$ cat src/rtl/iter_md_unit.sv
// Iterative multiply/divide unit with HI/LO registers: radix-2 shift-add multiply,
// restoring divide on magnitudes, multiply-accumulate and MTHI/MTLO writes.
module iter_md_unit #(
  parameter int WIDTH = 32,
  parameter int OPW   = 4
) (
  input  logic             clk,
  input  logic             reset,
  input  logic             req,
  input  logic             start,
  input  logic [OPW-1:0]   op,
  input  logic             md_write,
  input  logic             md_sel,
  input  logic [WIDTH-1:0] a,
  input  logic [WIDTH-1:0] b,
  output logic             busy,
  output logic             done,
  output logic [WIDTH-1:0] result
);

  localparam int CW = $clog2(WIDTH + 1);

  localparam logic [OPW-1:0] OP_MTHI = OPW'(8);
  localparam logic [OPW-1:0] OP_MTLO = OPW'(9);

  typedef enum logic [1:0] {IDLE, RUN, FIX} state_t;

  state_t               state;
  logic [WIDTH-1:0]     hi, lo;
  logic [WIDTH-1:0]     mcand;
  logic [2*WIDTH-1:0]   p;
  logic [CW-1:0]        count;
  logic [2:0]           op_q;
  logic                 neg_q, neg_rem_q, dz_q;

  logic                 op_md, op_signed, op_div, a_neg, b_neg;
  logic                 is_div_q;
  logic [WIDTH:0]       mul_sum, div_sh, div_diff;
  logic [2*WIDTH-1:0]   mul_next, div_next;
  logic [2*WIDTH-1:0]   prod, acc, mac;
  logic [WIDTH-1:0]     quo, rem, div_lo, div_hi;

  function automatic logic [WIDTH-1:0] mag(input logic [WIDTH-1:0] v, input logic neg);
    return neg ? -v : v;
  endfunction

  assign op_md     = (op < OPW'(8));
  assign op_signed = ~op[0];
  assign op_div    = (op[2:1] == 2'b01);
  assign a_neg     = op_signed & a[WIDTH-1];
  assign b_neg     = op_signed & b[WIDTH-1];
  assign is_div_q  = (op_q[2:1] == 2'b01);

  // p holds {partial_hi, multiplier} for multiply and {remainder, quotient} for divide.
  always_comb begin
    mul_sum  = {1'b0, p[2*WIDTH-1:WIDTH]} + (p[0] ? {1'b0, mcand} : '0);
    mul_next = {mul_sum, p[WIDTH-1:1]};
    div_sh   = {p[2*WIDTH-1:WIDTH], p[WIDTH-1]};
    div_diff = div_sh - {1'b0, mcand};
    if (!div_diff[WIDTH])
      div_next = {div_diff[WIDTH-1:0], p[WIDTH-2:0], 1'b1};
    else
      div_next = {div_sh[WIDTH-1:0], p[WIDTH-2:0], 1'b0};
  end

  always_comb begin
    prod = neg_q ? -p : p;
    acc  = {hi, lo};
    if (op_q[2])
      mac = op_q[1] ? (acc - prod) : (acc + prod);
    else
      mac = prod;
    quo    = p[WIDTH-1:0];
    rem    = p[2*WIDTH-1:WIDTH];
    // Divide by zero leaves the dividend magnitude in rem, so HI = a falls out naturally.
    div_lo = dz_q ? '1 : (neg_q ? -quo : quo);
    div_hi = neg_rem_q ? -rem : rem;
  end

  always_ff @(posedge clk) begin
    if (reset) begin
      state     <= IDLE;
      hi        <= '0;
      lo        <= '0;
      mcand     <= '0;
      p         <= '0;
      count     <= '0;
      op_q      <= '0;
      neg_q     <= 1'b0;
      neg_rem_q <= 1'b0;
      dz_q      <= 1'b0;
      busy      <= 1'b0;
      done      <= 1'b0;
    end else begin
      done <= 1'b0;
      case (state)
        IDLE: begin
          if (!req) begin
            if (start && op_md) begin
              state     <= RUN;
              busy      <= 1'b1;
              op_q      <= op[2:0];
              count     <= CW'(WIDTH);
              neg_q     <= a_neg ^ b_neg;
              neg_rem_q <= a_neg;
              dz_q      <= (b == '0);
              if (op_div) begin
                p     <= {{WIDTH{1'b0}}, mag(a, a_neg)};
                mcand <= mag(b, b_neg);
              end else begin
                p     <= {{WIDTH{1'b0}}, mag(b, b_neg)};
                mcand <= mag(a, a_neg);
              end
            end else if (md_write && op == OP_MTHI) begin
              hi <= a;
            end else if (md_write && op == OP_MTLO) begin
              lo <= a;
            end
          end
        end
        RUN: begin
          if (req) begin
            state <= IDLE;
            busy  <= 1'b0;
          end else begin
            p     <= is_div_q ? div_next : mul_next;
            count <= count - CW'(1);
            if (count == CW'(1))
              state <= FIX;
          end
        end
        FIX: begin
          state <= IDLE;
          busy  <= 1'b0;
          if (!req) begin
            done <= 1'b1;
            if (is_div_q) begin
              hi <= div_hi;
              lo <= div_lo;
            end else begin
              hi <= mac[2*WIDTH-1:WIDTH];
              lo <= mac[WIDTH-1:0];
            end
          end
        end
        default: begin
          state <= IDLE;
          busy  <= 1'b0;
        end
      endcase
    end
  end

  assign result = md_sel ? hi : lo;

endmodule

$ cat config.mk
export PLATFORM = sky130hd
export DESIGN_NAME = iter_md_unit
export DESIGN_NICKNAME = d
export VERILOG_FILES = /design/src/rtl/iter_md_unit.sv
export SDC_FILE = /design/constraint.sdc
export NUM_CORES = 1
export LEC_CHECK = 0
export ABC_AREA = 1
export CAP_MARGIN = 20
export CORE_AREA = 2 2 211 213
export CTS_BUF_LIST = sky130_fd_sc_hd__clkbuf_2
export DETAILED_ROUTE_END_ITERATION = 7
export DIE_AREA = 0 0 213 215
export PLACE_DENSITY = 0.73
export SETUP_SLACK_MARGIN = 0.1
export SLEW_MARGIN = 20
export SYNTH_ARGS = -nofsm -noshare
export SYNTH_HDL_FRONTEND = slang
export SYNTH_SLANG_ARGS = --single-unit
$ cat constraint.sdc
create_clock -name clk -period 4.8 [get_ports clk]
set_clock_uncertainty 0.1 [all_clocks]
set_input_delay 1.44 -clock clk [delete_from_list [all_inputs] [get_ports clk]]
set_output_delay 1.44 -clock clk [all_outputs]
set_load 0.01 [all_outputs]
==> After elaboration in Yosys (flattened, before gate mapping) <==
Index checks and enable logic that the tools add are counted.
{ "totals": {"reg_bits": 176, "wordCells": 105, "out_inout_bits": 34} }
{ "op_classes": {"reduce_logical": 14, "bitwise": 6, "n_lt_le_gt_ge": 1, "addsub": 10, "n_eq_ne": 17, "muxes": 45} }
{ "ops": {"columns": ["op", "count"], "rows": [
  ["2-to-1 mux 32 bit", 20],
  ["2-to-1 mux 64 bit", 8],
  ["negation 32 bit", 4],
  ["case mux 32 bit (2 select lines)", 2],
  ["case mux 64 bit (2 select lines)", 1],
  ["adder 64 bit", 1],
  ["negation 64 bit", 1],
  ["subtractor 64 bit", 1],
  ["adder 32 x 32 -> 33 bit", 1],
  ["subtractor 33 x 32 -> 33 bit", 1],
  ["zero test 32 bit", 1],
  ["2-to-1 mux 6 bit", 3],
  ["inequality test 2 bit, second input constant", 9],
  ["case mux 6 bit (2 select lines)", 1],
  ["AND reduction 3 bit", 3],
  ["equality test 4 bit, second input constant", 2],
  ["2-to-1 mux 2 bit", 4],
  ["equality test 2 x 1 -> 1 bit, second input constant", 3],
  ["equality test 6 x 1 -> 1 bit, second input constant", 1],
  ["AND reduction 6 bit", 1],
  ["subtractor 6 x 1 -> 6 bit, second input constant", 1],
  ["AND reduction 5 bit", 1],
  ["< comparator 4 bit, second input constant", 1],
  ["2-to-1 mux 1 bit", 4],
  ["12 further kinds", 18]
]} }

==> Logic depth before layout (Yosys ltp) <==
{ "logic_depth": {"word_depth": 8, "mapped_depth": 38, "depth_no_buf": 37} }

==> Least setup slack after synthesis <==
OpenSTA, ideal clock, no wires.
{ "synth_timing": {"kind": "flip-flop to flip-flop", "start": "register p[0]", "end": "register hi[18]", "period_less_slack_ns": 4.406, "stages_incl_launch_ff": 32, "t_arrival_ns": 4.173, "setup_ns": 0.133, "path_buffers": 1, "t_required_ns": 4.567, "path_slack_ns": 0.394, "cell_sequence": "dfxtp_1 buf_6 inv_4 ha_1 nand2_1 o21a_1 nand2_1 nor2_1 nand3_1 nor2_2 nand3_2 nor2_4 nand2_4 nor2_4 nand2_2 nor3_2 nand2_2 o31ai_2 xor2_1 inv_1 ha_1 a21oi_1 inv_1 a31oi_1 o21ai_0 a221oi_1 o21ai_0 or2_2 nand3_1 nand2_1 nand2_1 a31oi_1"} }
{ "synth_via": {"elab_chain_len": 8, "elab_cells_between_ends": 9, "classes_between": "add/sub: 3; mux: 6"} }
{ "synth_lines": {"columns": ["element", "line_no", "rtl"], "rows": [
  ["start: declaration", "31", "logic [2*WIDTH-1:0] p;"],
  ["start signal: assignment", "108", "p <= {{WIDTH{1'b0}}, mag(a, a_neg)};"],
  ["start signal: assignment", "111", "p <= {{WIDTH{1'b0}}, mag(b, b_neg)};"],
  ["start signal: assignment", "126", "p <= is_div_q ? div_next : mul_next;"],
  ["negation 64 bit", "67", "prod = neg_q ? -p : p;"],
  ["2-to-1 mux 64 bit *", "67", null],
  ["adder 64 bit / subtractor 64 bit (equally long branches)", "70", "mac = op_q[1] ? (acc - prod) : (acc + prod);"],
  ["2-to-1 mux 64 bit", "70", null],
  ["2-to-1 mux 64 bit *", "69", "if (op_q[2])"],
  ["2-to-1 mux 32 bit *", "137", "if (is_div_q) begin"],
  ["2-to-1 mux 32 bit *", "135", "if (!req) begin"],
  ["case mux 32 bit (2 select lines) *", "96", "case (state)"],
  ["end signal: assignment", "138", "hi <= div_hi;"],
  ["end signal: assignment", "141", "hi <= mac[2*WIDTH-1:WIDTH];"],
  ["end: declaration", "29", "logic [WIDTH-1:0] hi, lo;"]
]} }
Every way passes the cells marked *; elsewhere a longest branch is shown, timed or not. The select of a mux whose other input is x is not followed.
A chain may end at the register's enable or synchronous reset.

==> Worst setup path in the final report <==
{ "layout_timing": {"start": "register p[0]", "end": "register hi[21]"} }
Same word-level chain as after synthesis.

==> load_flow_metrics.sql <==
INSERT INTO impl_metrics (metric_group, metric, value, unit) VALUES
('status', 'status', 'finished, violations left', ''),
('status', 'failed_checks', 'DRC, setup timing', ''),
('routing', 'route.vias.total', '30833', ''),
('sta', 'report.final.setup_viol', '6', ''),
('final_layout', 'finalNonFillerCells', '5133', ''),
('logic_synthesis', 'syn_avg_cell_area', '5.770', 'µm²'),
('global_routing', 'grt_start_max_net_pins', '87', ''),
('final_layout', 'commonest_non_fill_non_tap_cell_in_the_layout', 'sky130_fd_sc_hd__nand2_1', ''),
('sta', 'finalWorstPathRequiredPeriod', '4.887', 'ns'),
('logic_synthesis', 'count_of_yosys_warnings_during_synthesis', '0', ''),
('setup_path', 'crit_path_start_kind', 'flip-flop', ''),
('floorplan', 'fp.coreArea', '43640', 'µm²'),
('clock_tree', 'max-clock-path-buffers', '2', ''),
('logic_synthesis', 'ys_dominant_reg_cell', 'sky130_fd_sc_hd__dfxtp_1', ''),
('final_layout', 'nets', '4737', ''),
('final_layout', 'post_route_cells_drive_above_1_share', '21.41', '%'),
('sta', 'post-route-period-util', '101.8', '%'),
('logic_synthesis', 'number_of_flip_flops_and_latches_in_the_synthesized_netlist', '175', ''),
('worst_hold_path', 'worstHoldStart', 'busy', ''),
('sta', 'drv_slew', '0', ''),
('pwr', 'ir_drop', '216.7', 'µV'),
('setup_path', 'timing.setup.critical_path_class', 'flip-flop to flip-flop', ''),
('clock_tree', 'cts_inserted_buffers', '17', ''),
('place', 'detailed_place_hpwl', '86260', 'µm'),
('pwr', 'total_power', '7.539', 'mW'),
('sta', 'maxClockFrequency', '204.6', 'MHz'),
('routing', 'detail_route.iter0.violations', '4318', ''),
('routing', 'residual_drc', '6', ''),
('setup_path', 'crit_fanout', '4', ''),
('routing', 'post_drt_wl_per_cell', '21.33', 'µm'),
('final_layout', 'nFillCells', '3987', ''),
('setup_path', 'r2r_setup_slack', '-0.09', 'ns'),
('floorplan', 'num_io_pins', '108', ''),
('floorplan', 'die_width', '213', 'µm'),
('setup_path', 'regToRegStartpoint', 'p[0]', ''),
('place', 'placed_instance_area', '28040', 'µm²'),
('clock_tree', 'root_buffer', 'sky130_fd_sc_hd__clkbuf_2', ''),
('routing', 'routed_wirelength', '109500', 'µm'),
('logic_synthesis', 'synth_edf_count', '0', ''),
('global_routing', 'grtUsageTotal', '45.48', '%'),
('worst_hold_path', 'min_delay_path_depth', '2', ''),
('place', 'dpl.cell_count', '5063', ''),
('place', 'gpl.final_weighted_congestion', '1.106', ''),
('setup_path', 'worstPathRequired', '5.80', 'ns'),
('logic_synthesis', 'async_set_or_reset_flop_fraction_in_the_synthesized_netlist', '0', '%'),
('final_layout', 'mostFrequentLayoutCells', 'sky130_fd_sc_hd__nand2_1, sky130_fd_sc_hd__inv_1, sky130_fd_sc_hd__buf_4, sky130_fd_sc_hd__nor2_1, sky130_fd_sc_hd__o21ai_0', ''),
('worst_hold_path', 'hp-class', 'flip-flop to flip-flop', ''),
('worst_hold_path', 'holdPathEnd', 'busy', ''),
('clock_tree', 'cts_sinks', '175', ''),
('sta', 'setup_slack', '-0.08675', 'ns'),
('setup_path', 'slowest_stage', 'sky130_fd_sc_hd__dfxtp_2', ''),
('sta', 'tns', '-0.2311', 'ns'),
('sta', 'rsz0062_at_grt', 'true', ''),
('global_routing', 'number_of_antenna_violations_at_the_first_check_in_global_routing', '3', ''),
('final_layout', 'stdcell_area', '30400', 'µm²'),
('logic_synthesis', 'syn_area', '23610', 'µm²'),
('setup_path', 'worstReg2RegEnd', 'hi[21]', ''),
('floorplan', 'fp-row-count', '77', ''),
('clock_tree', 'cts_tree', 'yes', ''),
('floorplan', 'die_footprint', '45800', 'µm²'),
('routing', 'dr.pass1.iters', '8', ''),
('routing', 'detail_route.vias_per_cell', '6.007', ''),
('place', 'io_buffers', '107', ''),
('logic_synthesis', 'ys_types', '63', ''),
('setup_path', 'crit_path_end_kind', 'flip-flop', ''),
('final_layout', 'areaGrowthSynthToFinish', '28.79', '%'),
('pwr', 'p_per_area', '248.0', 'nW/µm²'),
('clock_tree', 'cts_htree_levels', '4', ''),
('pwr', 'leakagePower', '14.19', 'nW'),
('floorplan', 'initial_utilization', '54.09', '%'),
('floorplan', 'die-height', '215', 'µm');
## worst max-delay path: cells and delay by family, from the launching register on
family / cells / cell delay, ns
flops: 1 / 0.42
buf+inv: 4 / 0.38
fa+ha+maj: 2 / 0.53
compound gates: 7 / 1.40
simple gates: 14 / 1.49
xor+xnor: 2 / 0.51
## how the worst max path moves through the flow
stage	start	end	slack (ns)
2_1_floorplan	p[0]	hi[18]	0.39
3_3_place_gp	p[0]	hi[25]	-0.31
3_5_place_dp	p[0]	hi[25]	-0.32
4_1_cts	p[1]	hi[11]	0.09
5_1_grt	p[0]	hi[22]	-0.27
6_report	p[0]	hi[21]	-0.09
## where the power goes
part | total (mW) | internal (mW) | switching [mW]
combinational | 5.00 | 1.95 | 3.06
clock | 0.827 | 0.150 | 0.678
sequential | 1.71 | 1.57 | 0.140
total | 7.54 | 3.67 | 3.87
## metal layers
layer	up-vias	share of wire [%]	global-route usage [%]
met5	-	0.014	0
met4	2	8.5	31.89
met3	422	11	8.753
met2	2010	42	66.49
met1	13860	39	59.72
li1	14539	-	-
## cell type report
cell class                 instances  area, µm²  area share [%]
multi-input combinational       3254      19340           63.63
timing repair buffer             565       4639           15.26
sequential                       175       3543           11.66
inverter                         513       1928           6.342
tap                              592      740.7           2.437
clock inverter                    14      108.9          0.3581
clock buffer                      18      90.09          0.2963
antenna                            2      5.005         0.01646
## sequential cells by signal, indices dropped and copies added, names as in the netlist
signal and flops:
p 64, neg_q 1, lo 32, dz_q 1, count 6, done 1, state 2, neg_rem_q 1
op_q 2, mcand 32, busy 1, hi 32
## synthesized netlist by cell type, types with 17 or more instances
cell | number | area share (%)
sky130_fd_sc_hd__nand3_1 | 204 | 4.3
sky130_fd_sc_hd__a31oi_1 | 83 | 2.2
sky130_fd_sc_hd__nor2_2 | 24 | 0.64
sky130_fd_sc_hd__ha_1 | 134 | 7.1
sky130_fd_sc_hd__xnor2_1 | 57 | 2.1
sky130_fd_sc_hd__a21oi_1 | 338 | 7.2
sky130_fd_sc_hd__nand2_2 | 33 | 0.87
sky130_fd_sc_hd__nor2_1 | 504 | 8.0
sky130_fd_sc_hd__nor3_1 | 51 | 1.1
sky130_fd_sc_hd__a21o_1 | 17 | 0.54
sky130_fd_sc_hd__o221ai_1 | 23 | 0.85
sky130_fd_sc_hd__o21ai_0 | 415 | 8.8
sky130_fd_sc_hd__xor2_1 | 134 | 5.0
sky130_fd_sc_hd__inv_1 | 497 | 7.9
sky130_fd_sc_hd__dfxtp_1 | 175 | 15
sky130_fd_sc_hd__or2_2 | 23 | 0.61
sky130_fd_sc_hd__nand2_1 | 892 | 14
sky130_fd_sc_hd__a221oi_1 | 19 | 0.70
sky130_fd_sc_hd__o211ai_1 | 84 | 2.7
sky130_fd_sc_hd__clkbuf_1 | 124 | 2.0
sky130_fd_sc_hd__o21bai_1 | 23 | 0.73
sky130_fd_sc_hd__nand4_1 | 45 | 1.2
## cells by family after synthesis
| group | Yosys count | synth area share (%) |
|---|---|---|
| buffers and inverters | 662 | 10.73 |
| flip-flops | 175 | 14.84 |
| XOR/XNOR | 191 | 7.087 |
| AND/OR/NAND/NOR | 1841 | 33.54 |
| adder cells (fa/ha/maj) | 137 | 7.357 |
| multiplexers | 14 | 0.6679 |
| AO/OA/AOI/OAI | 1071 | 25.78 |
## stage by stage
step | hold slack [ns] | setup WS (ns)
detailed placement | 0.3647 | -0.3186
global route | 0.4251 | -0.2650
CTS | 0.3959 | 0.08586
global placement | 0.3603 | -0.3100
finish | 0.3873 | -0.08675
floorplan | 0.3536 | 0.3943
## what timing repair did
action | CTS | global route
buffers inserted | 14 | 20
resized for setup | 123 | 355
hold buffers | 0 | 0
gates cloned | 0 | 1
endpoints found under the setup margin | 37 | 42
pin swaps | 32 | 113
Note: power is estimated with default switching activity, not from simulation.
